$ cat src/rtl/swi_conditioner_if.sv
// Switch-conditioner bus: raw switch levels and event clears in,
// debounced levels, edge pulses and sticky event flags out.
interface swi_conditioner_if #(
    parameter int NBITS = 8
);
    logic [NBITS-1:0] swi_raw;
    logic [NBITS-1:0] clr_evt;
    logic [NBITS-1:0] swi_stable;
    logic [NBITS-1:0] swi_rise;
    logic [NBITS-1:0] swi_fall;
    logic [NBITS-1:0] evt_latch;
    logic             any_change;

    modport master (
        output swi_raw, clr_evt,
        input  swi_stable, swi_rise, swi_fall, evt_latch, any_change
    );

    modport slave (
        input  swi_raw, clr_evt,
        output swi_stable, swi_rise, swi_fall, evt_latch, any_change
    );
endinterface

$ cat src/rtl/swi_conditioner.sv
// Per-bit switch conditioning: 2-flop synchronizer, stability-counter debounce,
// registered rise/fall pulses and sticky rise-event flags.
module swi_conditioner #(
    parameter int NBITS           = 8,
    parameter int DEBOUNCE_CYCLES = 4
) (
    input  logic             clk_2,
    input  logic             reset_n,
    swi_conditioner_if.slave bus
);
    localparam int            CW       = $clog2(DEBOUNCE_CYCLES + 1);
    localparam logic [CW-1:0] CNT_LAST = CW'(DEBOUNCE_CYCLES - 1);

    logic [NBITS-1:0] stable;
    logic [NBITS-1:0] rise;
    logic [NBITS-1:0] fall;
    logic [NBITS-1:0] evt;

    genvar i;
    generate
        for (i = 0; i < NBITS; i++) begin : g_bit
            logic          s1, s2, st, r, f, e;
            logic [CW-1:0] cnt;
            logic          mism, accept;

            assign mism   = s2 ^ st;
            assign accept = mism && (cnt == CNT_LAST);

            always_ff @(posedge clk_2 or negedge reset_n) begin
                if (!reset_n) begin
                    s1  <= 1'b0;
                    s2  <= 1'b0;
                    st  <= 1'b0;
                    r   <= 1'b0;
                    f   <= 1'b0;
                    e   <= 1'b0;
                    cnt <= '0;
                end else begin
                    s1 <= bus.swi_raw[i];
                    s2 <= s1;
                    // Pulses are registered alongside the stable level so they line up.
                    r  <= accept & s2;
                    f  <= accept & ~s2;
                    if (!mism || accept) cnt <= '0;
                    else                 cnt <= cnt + 1'b1;
                    if (accept) st <= s2;
                    // The sticky flag follows the visible rise pulse; set beats clear.
                    if (r)                   e <= 1'b1;
                    else if (bus.clr_evt[i]) e <= 1'b0;
                end
            end

            assign stable[i] = st;
            assign rise[i]   = r;
            assign fall[i]   = f;
            assign evt[i]    = e;
        end
    endgenerate

    assign bus.swi_stable = stable;
    assign bus.swi_rise   = rise;
    assign bus.swi_fall   = fall;
    assign bus.evt_latch  = evt;
    assign bus.any_change = |(rise | fall);
endmodule

$ cat src/flat_wrapper.sv
// flat-port wrapper written by rule: the top's interface ports become plain ports
module swi_conditioner_flat 
#(
    parameter int NBITS           = 8,
    parameter int DEBOUNCE_CYCLES = 4
)
  (clk_2, reset_n, bus_swi_raw, bus_clr_evt, bus_swi_stable, bus_swi_rise, bus_swi_fall, bus_evt_latch, bus_any_change);
  swi_conditioner_if #(.NBITS(NBITS)) bus_i ();
  input  logic clk_2;
  input  logic reset_n;
  input wire logic [$bits(bus_i.swi_raw)-1:0] bus_swi_raw;
  input wire logic [$bits(bus_i.clr_evt)-1:0] bus_clr_evt;
  output wire logic [$bits(bus_i.swi_stable)-1:0] bus_swi_stable;
  output wire logic [$bits(bus_i.swi_rise)-1:0] bus_swi_rise;
  output wire logic [$bits(bus_i.swi_fall)-1:0] bus_swi_fall;
  output wire logic [$bits(bus_i.evt_latch)-1:0] bus_evt_latch;
  output wire logic [$bits(bus_i.any_change)-1:0] bus_any_change;
  assign bus_i.swi_raw = bus_swi_raw;
  assign bus_i.clr_evt = bus_clr_evt;
  assign bus_swi_stable = bus_i.swi_stable;
  assign bus_swi_rise = bus_i.swi_rise;
  assign bus_swi_fall = bus_i.swi_fall;
  assign bus_evt_latch = bus_i.evt_latch;
  assign bus_any_change = bus_i.any_change;
  swi_conditioner #(.NBITS(NBITS), .DEBOUNCE_CYCLES(DEBOUNCE_CYCLES)) u_core (.clk_2(clk_2), .reset_n(reset_n), .bus(bus_i));
endmodule
$ cat config.mk
export PLATFORM = sky130hd
export DESIGN_NAME = swi_conditioner_flat
export DESIGN_NICKNAME = d
export VERILOG_FILES = /design/src/rtl/swi_conditioner_if.sv /design/src/rtl/swi_conditioner.sv /design/src/flat_wrapper.sv
export SDC_FILE = /design/constraint.sdc
export NUM_CORES = 1
export LEC_CHECK = 0
export CAP_MARGIN = 30
export CORE_ASPECT_RATIO = 0.75
export CORE_UTILIZATION = 35
export DETAILED_ROUTE_END_ITERATION = 16
export GPL_TIMING_DRIVEN = 1
export SYNTH_ARGS = -nofsm -noshare
export SYNTH_HDL_FRONTEND = slang
export SYNTH_SLANG_ARGS = --single-unit
export TNS_END_PERCENT = 100
$ cat constraint.sdc
create_clock -name clk_2 -period 1.85 [get_ports clk_2]
set_input_delay 0.37 -clock clk_2 [delete_from_list [all_inputs] [get_ports clk_2]]
set_output_delay 0.37 -clock clk_2 [all_outputs]
set_load 0.005 [all_outputs]
-- Word-level counts from Yosys, hierarchy flattened
Index checks and enable logic that the tools add are counted.
- output and inout port bits: 33
- input port bits: 18
- word-level logic and storage cells: 162
- flip-flop bits (word level): 72
- mux-type cells: 24
- reduce and logical (&&, ||, !) cells: 33
- add/subtract/negate cells: 8
- bitwise gates (word level): 33
- equality and inequality tests: 8
- operators with widths (kind ; count):
    $add 3x1->3 const B ; 8
    $eq 3x2->1 const B ; 8
    $mux 3 ; 8
    $and 1x1->1 ; 16
    $mux 1 ; 16
    $reduce_bool 2->1 ; 8
    $logic_and 1x1->1 ; 8
    $logic_not 1->1 ; 8
    $logic_or 1x1->1 ; 8
    $not 1->1 ; 8
    $or 8x8->8 ; 1
    $reduce_or 8->1 ; 1
    $xor 1x1->1 ; 8

-- Depth between registers and ports, before layout
Gate-level depths: netlist of run 1.
- depth in word-level cells: 4
- mapped depth: 4
- gate-level depth less buffers: 4

-- Worst setup path after synthesis of run 1
OpenSTA, ideal clock, no wires.
- path kind: register to register
- from: register u_core.g_bit[5].cnt[0]
- to: register u_core.g_bit[5].st
- arrival: 1.074 ns
- setup time: 0.127 ns
- required time: 1.723 ns
- clock period less this slack: 1.201 ns
- buffers on the path: 0
- stages on the path, launching flop included: 4
- path slack: 0.649 ns
- path through: dfrtp_1 > ha_1 > ha_1 > mux2_1
- word-level cells in the longest chain between the ends: 2
- RTL lines (item ; RTL line ; text):
    from (decl) ; swi_conditioner.sv:23 ; logic [CW-1:0] cnt;
    from (signal assigned) ; swi_conditioner.sv:45 ; else cnt <= cnt + 1'b1;
    $eq 3x2->1 ; swi_conditioner.sv:27 ; assign accept = mism && (cnt == CNT_LAST);
    $logic_and 1x1->1 ; swi_conditioner.sv:27 ;
    to (signal assigned) ; swi_conditioner.sv:33 ; st <= 1'b0;
    to (signal assigned) ; swi_conditioner.sv:46 ; if (accept) st <= s2;
    to (decl) ; swi_conditioner.sv:22 ; logic s1, s2, st, r, f, e;
Every way passes these cells.
A chain may end at the register's enable or synchronous reset.

-- Worst setup path after layout of run 1
- from: register u_core.g_bit[0].f
- to: output bus_any_change
- word-level cells in the longest chain between the ends: 2
- RTL lines (item ; RTL line ; text):
    from (decl) ; swi_conditioner.sv:22 ;
    from (signal assigned) ; swi_conditioner.sv:43 ; f <= accept & ~s2;
    $or 8x8->8 ; swi_conditioner.sv:64 ; assign bus.any_change = |(rise | fall);
    $reduce_or 8->1 ; swi_conditioner.sv:64 ;
    to (decl) ; flat_wrapper.sv:17 ; output wire logic [$bits(bus_i.any_change)-1:0] bus_any_change;
Every way passes these cells.

==> summary.md, run 1 <==
| Metric | Value |
|---|---|
| Outcome | `complete, no violations` |
| CTS sink count | `72` |
| Synthesized cell area | `2930 um2` |
| Worst Tran Pin Value | `between 0.4 and 0.5 ns` |
| Register Area | `roughly 1800 um2` |
| H-tree depth | `3` |
| Die ar. | `~8700 um2` |
| Die Wd | `108 um` |
| Hold/Removal Path Class | `reg -> reg` |
| Global-route wire length before repair | `7.91 mm` |
| Vias in the first global route | `1621` |
| Clock buffer depth | `2` |
| Remaining DRCs | `0` |
| Cell Rows | `28` |
| WL per Instance | `12.6 um` |
| Root Driver | `clkbuf_8` |
| Synth top area share | `61.6%` |
| WP data arrival | `1.35 ns` |
| GRT Overall Usage | `12.4%` |
| Required time of the critical path | `1.48 ns` |
| Post-synth EDFFs | `0` |
| Setup ws final | `0.128 ns` |
| Gpl congestion | `0.702` |
| Top cells by count, synth | `72 x dfrtp_1, 32 x buf_4, 23 x ha_1, 23 x inv_1, 16 x nor3_1` |
| Netlist cell types | `16` |
| Pre-CTS worst setup slack | `~0.086 ns` |
| Final setup viols | `0` |
| Worst vdd ir | `0.496 mV` |
| Grt total ovfl | `0` |
| Area leader, netlist | `dfrtp_1` |
| Yosys reg bits | `72` |
| Initial Utilization | `36.6%` |
| Largest net degree at the start of global routing | `34` |
| Unrepaired setup endpoints after global routing | `no` |
| Fraction of layout instances using a drive strength above 1 | `13.2%` |
| Sequential-to-total area share from yosys stat | `61.6%` |
| Post-synthesis cell count | `approximately 230` |
| F_max | `~580 MHz` |
| Antenna violations before repair | `0` |
| Top-count cell post-synth | `dfrtp_1` |
| Max Slew Vio Count | `0` |
| Fin. Hold Viols | `0` |
| Syn Nets | `between 200 and 300` |
| Die height | `between 80 and 90 um` |
| Routed Wire Length | `4.66 mm` |
| Leak pwr | `roughly 1.7 nW` |
| Worst skew pair latency | `0.34 ns` |
| Critical path class | `reg -> out` |
| Area taken by multi-input logic gates | `823 um2` |
| Antenna Violating Nets Remaining | `0` |
| CP Capture Type | `primary output` |
| Core area | `7990 um2` |
| Nets | `302` |
| First drt pass iteration count | `4` |
| Most common flop cell mapped by yosys | `dfrtp_1` |
| Port bufs | `50` |
| Slew HR | `70.6%` |
| Power per cell area | `1230 nW/um2` |
| DR vias | `~1600` |
| Vias per cell | `4.32` |
| CP Max Fanout | `2` |
| Synth area leaders | `dfrtp_1 62%, ha_1 9.8%, buf_4 8.2%, nor3b_2 3.4%, inv_1 2.9%` |
| Mean Syn Cell Area | `~13 um2` |
| Final Critical Period | `1.72 ns` |
| Violation count after the first detailed-route iteration | `36` |
| Top-Level Pins | `51` |
| Asr flop ratio synth | `between 90% and 100%` |
| Reg clk slew, reported paths | `0.07 ns` |
| Worst setup SP type | `register` |
| Synth warn | `0` |
| Area added between synthesis and finish | `22.4%` |
| HPWL Detailed | `~3.5 mm` |
| TritonCTS Buffers | `9` |
| Max-cap violations | `0` |
| N_diodes | `0` |
| CTS tree | `built` |
| Fill cells | `around 760` |
| Fin Setup TNS | `0 ns` |
| Clk_skew | `about 0.0052 ns` |
| Crit share post-route | `93.1%` |
[sequential cells by signal (all words and copies together) (netlist names)]
name and flops:
u_core.g_bit.s1 8, u_core.g_bit.e 8, u_core.g_bit.r 8, u_core.g_bit.cnt 24, u_core.g_bit.f 8, u_core.g_bit.s2 8
u_core.g_bit.st 8
[what timing repair did]
item                                   CTS  global route
setup endpoints to repair                1             1
endpoints found under the hold margin   31             0
pin swaps                                3             3
gates resized for setup                  6             1
hold buffers                             1             0
setup buffers                            1             1
[final timing paths]
path,from,slack (ns),to,cells after the start
max,u_core.g_bit[0].f,0.13,bus_any_change,3
min,u_core.g_bit[5].s1,0.35,u_core.g_bit[5].s2,0
max reg2reg,u_core.g_bit[5].cnt[0],0.59,u_core.g_bit[5].st,3
min reg2reg,u_core.g_bit[5].s1,0.35,u_core.g_bit[5].s2,0
max in group asynchronous,reset_n,0.81,u_core.g_bit[5].cnt[1],3
min in group asynchronous,reset_n,0.52,u_core.g_bit[7].st,2
[kinds of logic (layout without fill, tap and decap cells)]
logic type | after synthesis | after routing | share of synthesized area, %
adders and majority gates | 23 | 23 | 9.83
xor gates and xnor gates | 8 | 8 | 2.39
muxes | 1 | 1 | 0.385
AOI/OAI and AO/OA | 15 | 15 | 3.25
DFF | 72 | 72 | 61.6
and+or+nand+nor | 52 | 52 | 11.4
buffers and inverters | 55 | 95 | 11.2
[metal layers]
metal	GRT usage [%]	part of all wire, %	vias up
li1	-	-	782
met1	15.9	48	782
met2	18.1	44	36
met3	6.50	7.6	2
met4	3.70	0.32	0
met5	0	0	-
[report_power, final]
group	switching, mW	leakage [nW]	internal, mW
sequential	0.221	0.937	1.90
clock	0.559	0.0985	0.610
combinational	0.472	0.697	0.643
[per-stage QoR]
stage,util (%),hold slack [ns],cell area [um2],total power [mW],std cells
floorplan,-,0.0744,2930,2.92,226
global placement,41.9,0.334,3350,3.25,352
detailed placement,41.9,0.335,3350,3.30,352
CTS,44.8,0.351,3580,4.48,370
global route,44.8,0.362,3580,4.74,371
finish,44.8,0.349,3580,4.41,371
[area by class of cell]
cell class	count	area share, %
tap	105	3.67
multi-input combinational	99	23.0
inverter	23	2.41
clock inverter	7	1.75
timing repair buffer	56	15.4
sequential	72	50.3
clock buffer	9	3.46
[placed cells by master (no fill, tap or decap)]
master            n
o21ai_1           7
dfrtp_1          72
clkinvlp_4        1
ha_1             23
clkbuf_2          1
and3b_1           2
clkdlybuf4s50_1  48
dlygate4sd3_1     1
clkbuf_8          9
nor4_2            4
xnor2_1           8
buf_4             5
buf_12            1
bufinv_16         1
nor3b_2           8
nor3_1           16
nor2_1            7
inv_1            23
mux2_1            1
clkinv_2          5
a21o_1            8
nor3b_1           7
nand4_1           1
nand2_1           7
[critical path, stage by stage (launching register included)]
cell and delay [ns]:
dfrtp_1 0.40, nor4_2 0.31, nand4_1 0.17, clkbuf_2 0.14
Power figures use the tool's default switching activity.
==> run 2: changes to the inputs <==
- CORE_ASPECT_RATIO: 0.75 -> 1.5
==> run 2 against run 1 <==
Net effect: die area about the same; largest cell class unchanged; sequential share of layout area shrank 1.1 points; clock skew hardly changed; highest routed layer unchanged; total power rose by 11%; via count increased by 0.12%; register-to-register slack about the same.
==> summary.md, run 2 (synthesized netlist as in run 1, its figures left out) <==
| Metric | Value |
|---|---|
| Clock buffer depth | `2` |
| Required time of the critical path | `1.48 ns` |
| Slew HR | `76.6%` |
| Core area | `8060 um2` |
| Largest net degree at the start of global routing | `47` |
| Fin Setup TNS | `0 ns` |
| TritonCTS Buffers | `9` |
| Outcome | `complete, no violations` |
| Worst vdd ir | `between 0.6 and 0.7 mV` |
| Max-cap violations | `0` |
| Worst Path Buf+Inv | `2` |
| Nets | `301` |
| Port bufs | `50` |
| Slowest Stage Delay on Critical Path | `between 0.3 and 0.4 ns` |
| Final cell count without fillers | `369` |
| Fin. Hold Viols | `0` |
| Cell Rows | `40` |
| WP data arrival | `between 1 and 1.5 ns` |
| Root Driver | `clkbuf_16` |
| Cell chain of the critical path | `nor4_1 > buf_4 > nand4_1 > buf_2` |
| Antenna violations before repair | `0` |
| Worst reg2reg path startpoint | `u_core.g_bit[5].cnt[0]` |
| Leak pwr | `around 1.8 nW` |
| Die height | `114 um` |
| Grt total ovfl | `0` |
| Largest register FFs | `24` |
| Critical path class | `reg -> out` |
| DR vias | `1604` |
| Vias in the first global route | `between 1500 and 2000` |
| HPWL Detailed | `3.34 mm` |
| Max Slew Vio Count | `0` |
| Die Wd | `approximately 77 um` |
| Die ar. | `8740 um2` |
| Worst skew pair latency | `0.33 ns` |
| Worst Tran Pin Value | `about 0.35 ns` |
| Global-route wire length before repair | `7.66 mm` |
| Register Area | `~1800 um2` |
| Reg-to-Reg End | `u_core.g_bit[5].st` |
| Final setup viols | `0` |
| Fill cells | `around 730` |
| Critical Path End | `bus_any_change` |
| Violation count after the first detailed-route iteration | `49` |
| N_diodes | `0` |
| CTS tree | `built` |
| Hold/Removal Path Class | `reg -> reg` |
| Crit share post-route | `approximately 95%` |
| CP Max Fanout | `2` |
| Worst setup SP type | `register` |
| F_max | `572 MHz` |
| Top Family by Delay on Critical Path | `flip-flops` |
| Final Critical Period | `1.75 ns` |
| Area taken by multi-input logic gates | `805 um2` |
| Biggest register | `u_core.g_bit.cnt` |
| R2R cell count | `3` |
| Commonest non-fill, non-tap cell in the layout | `dfrtp_1` |
| Critical Path Source | `u_core.g_bit[1].r` |
| Pwr Total | `4.87 mW` |
| Initial Utilization | `about 36%` |
| Area added between synthesis and finish | `25.1%` |
| Vias per cell | `4.35` |
| Reg clk slew, reported paths | `around 0.050 ns` |
| WL per Instance | `about 12 um` |
| CTS sink count | `72` |
| FF-to-FF setup slack | `0.60 ns` |
| Clk_skew | `0.00514 ns` |
| Setup ws final | `0.101 ns` |
| Power per cell area | `1330 nW/um2` |
| Post-Route Utilization | `45.5%` |
| Pre-CTS worst setup slack | `0.101 ns` |
| Most frequent cells in the layout | `72 x dfrtp_1, 48 x clkdlybuf4s50_1, 23 x inv_1, 23 x ha_1, 16 x nor3_1` |
| Routed Wire Length | `4.48 mm` |
| Design Area, Final | `around 3700 um2` |
| First drt pass iteration count | `4` |
| Remaining DRCs | `0` |
| Fraction of layout instances using a drive strength above 1 | `11.4%` |
| Post-Place Cell Area | `3340 um2` |
| H-tree depth | `3` |
| Hold Slack | `0.345 ns` |
| CP Capture Type | `primary output` |
| CP max stage cell | `dfrtp_1` |
| Unrepaired setup endpoints after global routing | `no` |
| GRT Overall Usage | `12.0%` |
| Top-Level Pins | `a little over 50` |
| Gpl congestion | `0.742` |
| Placed insts | `351` |
| Critical Path Stages | `4` |
| Antenna Violating Nets Remaining | `0` |
==> run 2: cell count changes in the layout (fill, tap and decap cells not counted), sizes merged <==
cell,change
bufinv,-1
clkbuf,+3
clkinv,-4
==> run 2: worst min-delay path by stage <==
stage / slack, ns / startpoint / to / cells after the start
after floorplan: 0.07 / reset_n / u_core.g_bit[0].cnt[0] / 0
after global placement: 0.30 / reset_n / u_core.g_bit[7].s1 / 1
after detailed placement: 0.31 / reset_n / u_core.g_bit[7].s1 / 1
after CTS: 0.35 / u_core.g_bit[3].s1 / u_core.g_bit[3].s2 / 0
after global routing: 0.35 / u_core.g_bit[6].s1 / u_core.g_bit[6].s2 / 0
final: 0.34 / u_core.g_bit[3].s1 / u_core.g_bit[3].s2 / 0
==> run 2: routing by layer <==
layer | vias to the layer above | track usage [%] | wire length [um]
met5 | - | 0 | 0
met2 | 36 | 18.2 | 2220
met1 | 768 | 14.2 | 1920
li1 | 786 | - | -
met3 | 14 | 3.52 | 165
met4 | 0 | 9.62 | 172
==> run 2: area by class of cell <==
class                      count  share of cell area, %
sequential                    72                   49.2
multi-input combinational     99                   22.0
clock buffer                  13                   7.65
timing repair buffer          55                   14.9
clock inverter                 2                  0.342
tap                          105                   3.59
inverter                      23                   2.36
==> run 2: where the power goes <==
| part | leakage (nW) | total, mW | switching (mW) | internal (mW) |
|---|---|---|---|---|
| registers | 0.937 | 2.12 | 0.212 | 1.91 |
| clock network | 0.144 | 1.64 | 0.593 | 1.04 |
| logic | 0.687 | 1.12 | 0.475 | 0.645 |
| total | 1.77 | 4.87 | 1.28 | 3.59 |
==> run 2: what timing repair did <==
| action | 4_1_cts | 5_1_grt |
|---|---|---|
| hold buffers | 1 | 0 |
| endpoints found under the setup margin | 1 | 0 |
| setup buffers | 2 | 0 |
| resized for setup | 4 | 0 |
| endpoints found under the hold margin | 26 | 0 |
==> run 3: changes to the inputs <==
- ABC_AREA: not set -> 1
- CORE_UTILIZATION: 35 -> 56
- PLACE_DENSITY: not set -> 0.84
==> run 3 against run 2 <==
Net effect: clock power is 39% lower; worst setup slack better by 0.049 ns; die area is 35% lower; maximum frequency is 2.9% higher; critical endpoint is now bus_swi_rise[1]; largest cell class unchanged; highest routed layer unchanged.
==> summary.md, run 3 <==
| Metric | Value |
|---|---|
| Pre-CTS worst setup slack | `0.319 ns` |
| Unrepaired setup endpoints after global routing | `no` |
| Largest register FFs | `24` |
| Final Critical Period | `1.70 ns` |
| Initial Utilization | `58.3%` |
| Post-synth EDFFs | `0` |
| Antenna Violating Nets Remaining | `0` |
| Pwr Total | `4.11 mW` |
| Area added between synthesis and finish | `18.6%` |
| Violation count after the first detailed-route iteration | `58` |
| Slew HR | `76.4%` |
| Die ar. | `5680 um2` |
| Gpl congestion | `0.773` |
| DR vias | `between 1500 and 2000` |
| Worst vdd ir | `between 0.6 and 0.7 mV` |
| Worst setup SP type | `register` |
| Min-Delay Startpoint | `u_core.g_bit[4].s1` |
| N_diodes | `0` |
| Reg power frac | `49.6%` |
| Worst Tran Pin Value | `0.354 ns` |
| Post-Place Cell Area | `roughly 3400 um2` |
| Yosys reg bits | `slightly above 70` |
| Outcome | `complete, no violations` |
| Clock power frac | `24.4%` |
| Setup ws final | `around 0.15 ns` |
| Antenna violations before repair | `0` |
| Asr flop ratio synth | `100%` |
| Hold/Removal Path Class | `reg -> reg` |
| Routed Wire Length | `around 4.5 mm` |
| Clock buffer depth | `2` |
| Netlist cell types | `9` |
| Fin. Hold Viols | `0` |
| Critical path class | `reg -> out` |
| Most common flop cell mapped by yosys | `dfrtp_1` |
| Top-Level Pins | `51` |
| Area leader, netlist | `dfrtp_1` |
| Synthesized cell area | `around 3000 um2` |
| Top Metal Used | `met4` |
| Fin Setup TNS | `0 ns` |
| CTS tree | `built` |
| Critical Path Source | `u_core.g_bit[1].r` |
| CTS sink count | `72` |
| Hold Slack | `between 0.3 and 0.4 ns` |
| Worst skew pair latency | `approximately 0.34 ns` |
| Mean Syn Cell Area | `10.3 um2` |
| Global-route wire length before repair | `7.71 mm` |
| CP Max Fanout | `2` |
| Switching Share | `29.7%` |
| Clk_skew | `between 0.01 and 0.015 ns` |
| Synth warn | `0` |
| Post-Route Utilization | `69.2%` |
| Port bufs | `50` |
| TritonCTS Buffers | `9` |
| H-tree depth | `3` |
| Required time of the critical path | `1.48 ns` |
| Nets | `369` |
| Switching power | `1.22 mW` |
| Post-synthesis cell count | `293` |
| Cell Rows | `32` |
| CP Capture Type | `primary output` |
| Top-count cell post-synth | `dfrtp_1` |
| Design Area, Final | `~3600 um2` |
| Crit share post-route | `91.9%` |
| Max Slew Vio Count | `0` |
| Max-cap violations | `0` |
| WL per Instance | `between 10 and 15 um` |
| Placed insts | `around 380` |
| WP data arrival | `1.33 ns` |
| Synth area leaders | `dfrtp_1 60%, ha_1 9.6%, buf_4 8.0%, inv_1 6.9%, nor2_1 6.2%` |
| Remaining DRCs | `0` |
| Core area | `roughly 5200 um2` |
| Die height | `between 90 and 100 um` |
| Worst reg2reg path startpoint | `u_core.g_bit[2].cnt[0]` |
| Final cell count without fillers | `401` |
| HPWL Detailed | `3.49 mm` |
| Gate power share | `26.0%` |
| First drt pass iteration count | `4` |
| Grt total ovfl | `0` |
| Die Wd | `61.9 um` |
| Power per cell area | `1150 nW/um2` |
| Largest net degree at the start of global routing | `31` |
| Top cells by count, synth | `72 x dfrtp_1, 55 x inv_1, 50 x nor2_1, 37 x nand2_1, 32 x buf_4` |
| Final setup viols | `0` |
| P_int | `2.89 mW` |
| DR WL met3 | `152 um` |
| Leak pwr | `roughly 1.8 nW` |
| Sequential-to-total area share from yosys stat | `59.8%` |
| F_max | `about 590 MHz` |
| Syn Nets | `334` |
| Met2 Routed Length | `2.54 mm` |
| Metal1 wirelength | `~1.7 mm` |
| Biggest register | `u_core.g_bit.cnt` |
| Fill cells | `357` |
| Vias per cell | `4.52` |
| Reg clk slew, reported paths | `around 0.070 ns` |
| Root Driver | `clkbuf_8` |
| Most frequent cells in the layout | `72 x dfrtp_1, 55 x inv_1, 49 x nor2_1, 48 x clkdlybuf4s50_1, 37 x nand2_1` |
| GRT Overall Usage | `19.3%` |
| Fraction of layout instances using a drive strength above 1 | `8.11%` |
| Vias in the first global route | `just under 2000` |
| Commonest non-fill, non-tap cell in the layout | `dfrtp_1` |
| Synth top area share | `59.8%` |
[run 3: changes by cell type in the layout (fill, tap and decap cells not counted), sizes merged, moves of 2 or more]
cell,previous run,this run
a21o,8,0
nand2,7,45
nor3b,15,0
nor2,7,50
o21bai,0,8
nor3,16,0
nor4,4,0
clkinv,1,3
and3b,2,0
xnor2,8,0
inv,23,55
[run 3: repair_timing]
| item | in CTS | in global routing |
|---|---|---|
| gates resized for setup | 2 | 0 |
| setup buffers | 3 | 0 |
| endpoints found under the setup margin | 1 | 0 |
| hold endpoints to repair | 26 | 0 |
| hold buffers | 1 | 0 |
[run 3: routing by layer]
metal	vias up	global-route usage (%)
met5	-	0
met4	0	8.33
li1	902	-
met1	870	20.6
met3	5	8.04
met2	37	32.0
[run 3: cells by family after synthesis]
| family | Yosys count | share of synthesized area [%] |
|---|---|---|
| compound gates | 16 | 3.32 |
| fa+ha+maj | 23 | 9.55 |
| buf+inv | 87 | 14.8 |
| flops | 72 | 59.8 |
| simple gates | 95 | 12.5 |
[run 3: critical path, stage by stage (launching register included)]
cell and delay (ns):
dfrtp_1 0.37, buf_4 0.12, clkdlybuf4s50_1 0.51
[run 3: layout make-up]
type                            instances  area, um2  share of cell area (%)
Sequential cell                        72       1800                    50.4
Inverter                               55        206                    5.78
Clock inverter                          3       18.8                   0.525
Tap cell                               68       85.1                    2.38
Clock buffer                           13        139                    3.89
Timing Repair Buffer                   56        557                    15.6
Multi-Input combinational cell        134        767                    21.5
[run 3: power groups by stage]
stage               combinational, mW  clock [mW]  sequential [mW]
floorplan                       0.771           0             2.03
global placement                 1.03           0             2.06
detailed placement               1.09           0             2.07
CTS                              1.09        1.04             2.04
global route                     1.26        1.11             2.08
finish                           1.07        1.00             2.04
[run 3: path summary, 6_finish.rpt]
| path | to | slack [ns] | cells after the start |
|---|---|---|---|
| setup / recovery | bus_swi_rise[1] | 0.15 | 2 |
| hold / removal | u_core.g_bit[4].s2 | 0.35 | 0 |
| setup reg to reg | u_core.g_bit[2].cnt[2] | 0.70 | 5 |
| hold reg to reg | u_core.g_bit[4].s2 | 0.35 | 0 |
| max in group asynchronous | u_core.g_bit[7].cnt[1] | 0.82 | 3 |
| min in group asynchronous | u_core.g_bit[5].cnt[1] | 0.49 | 2 |
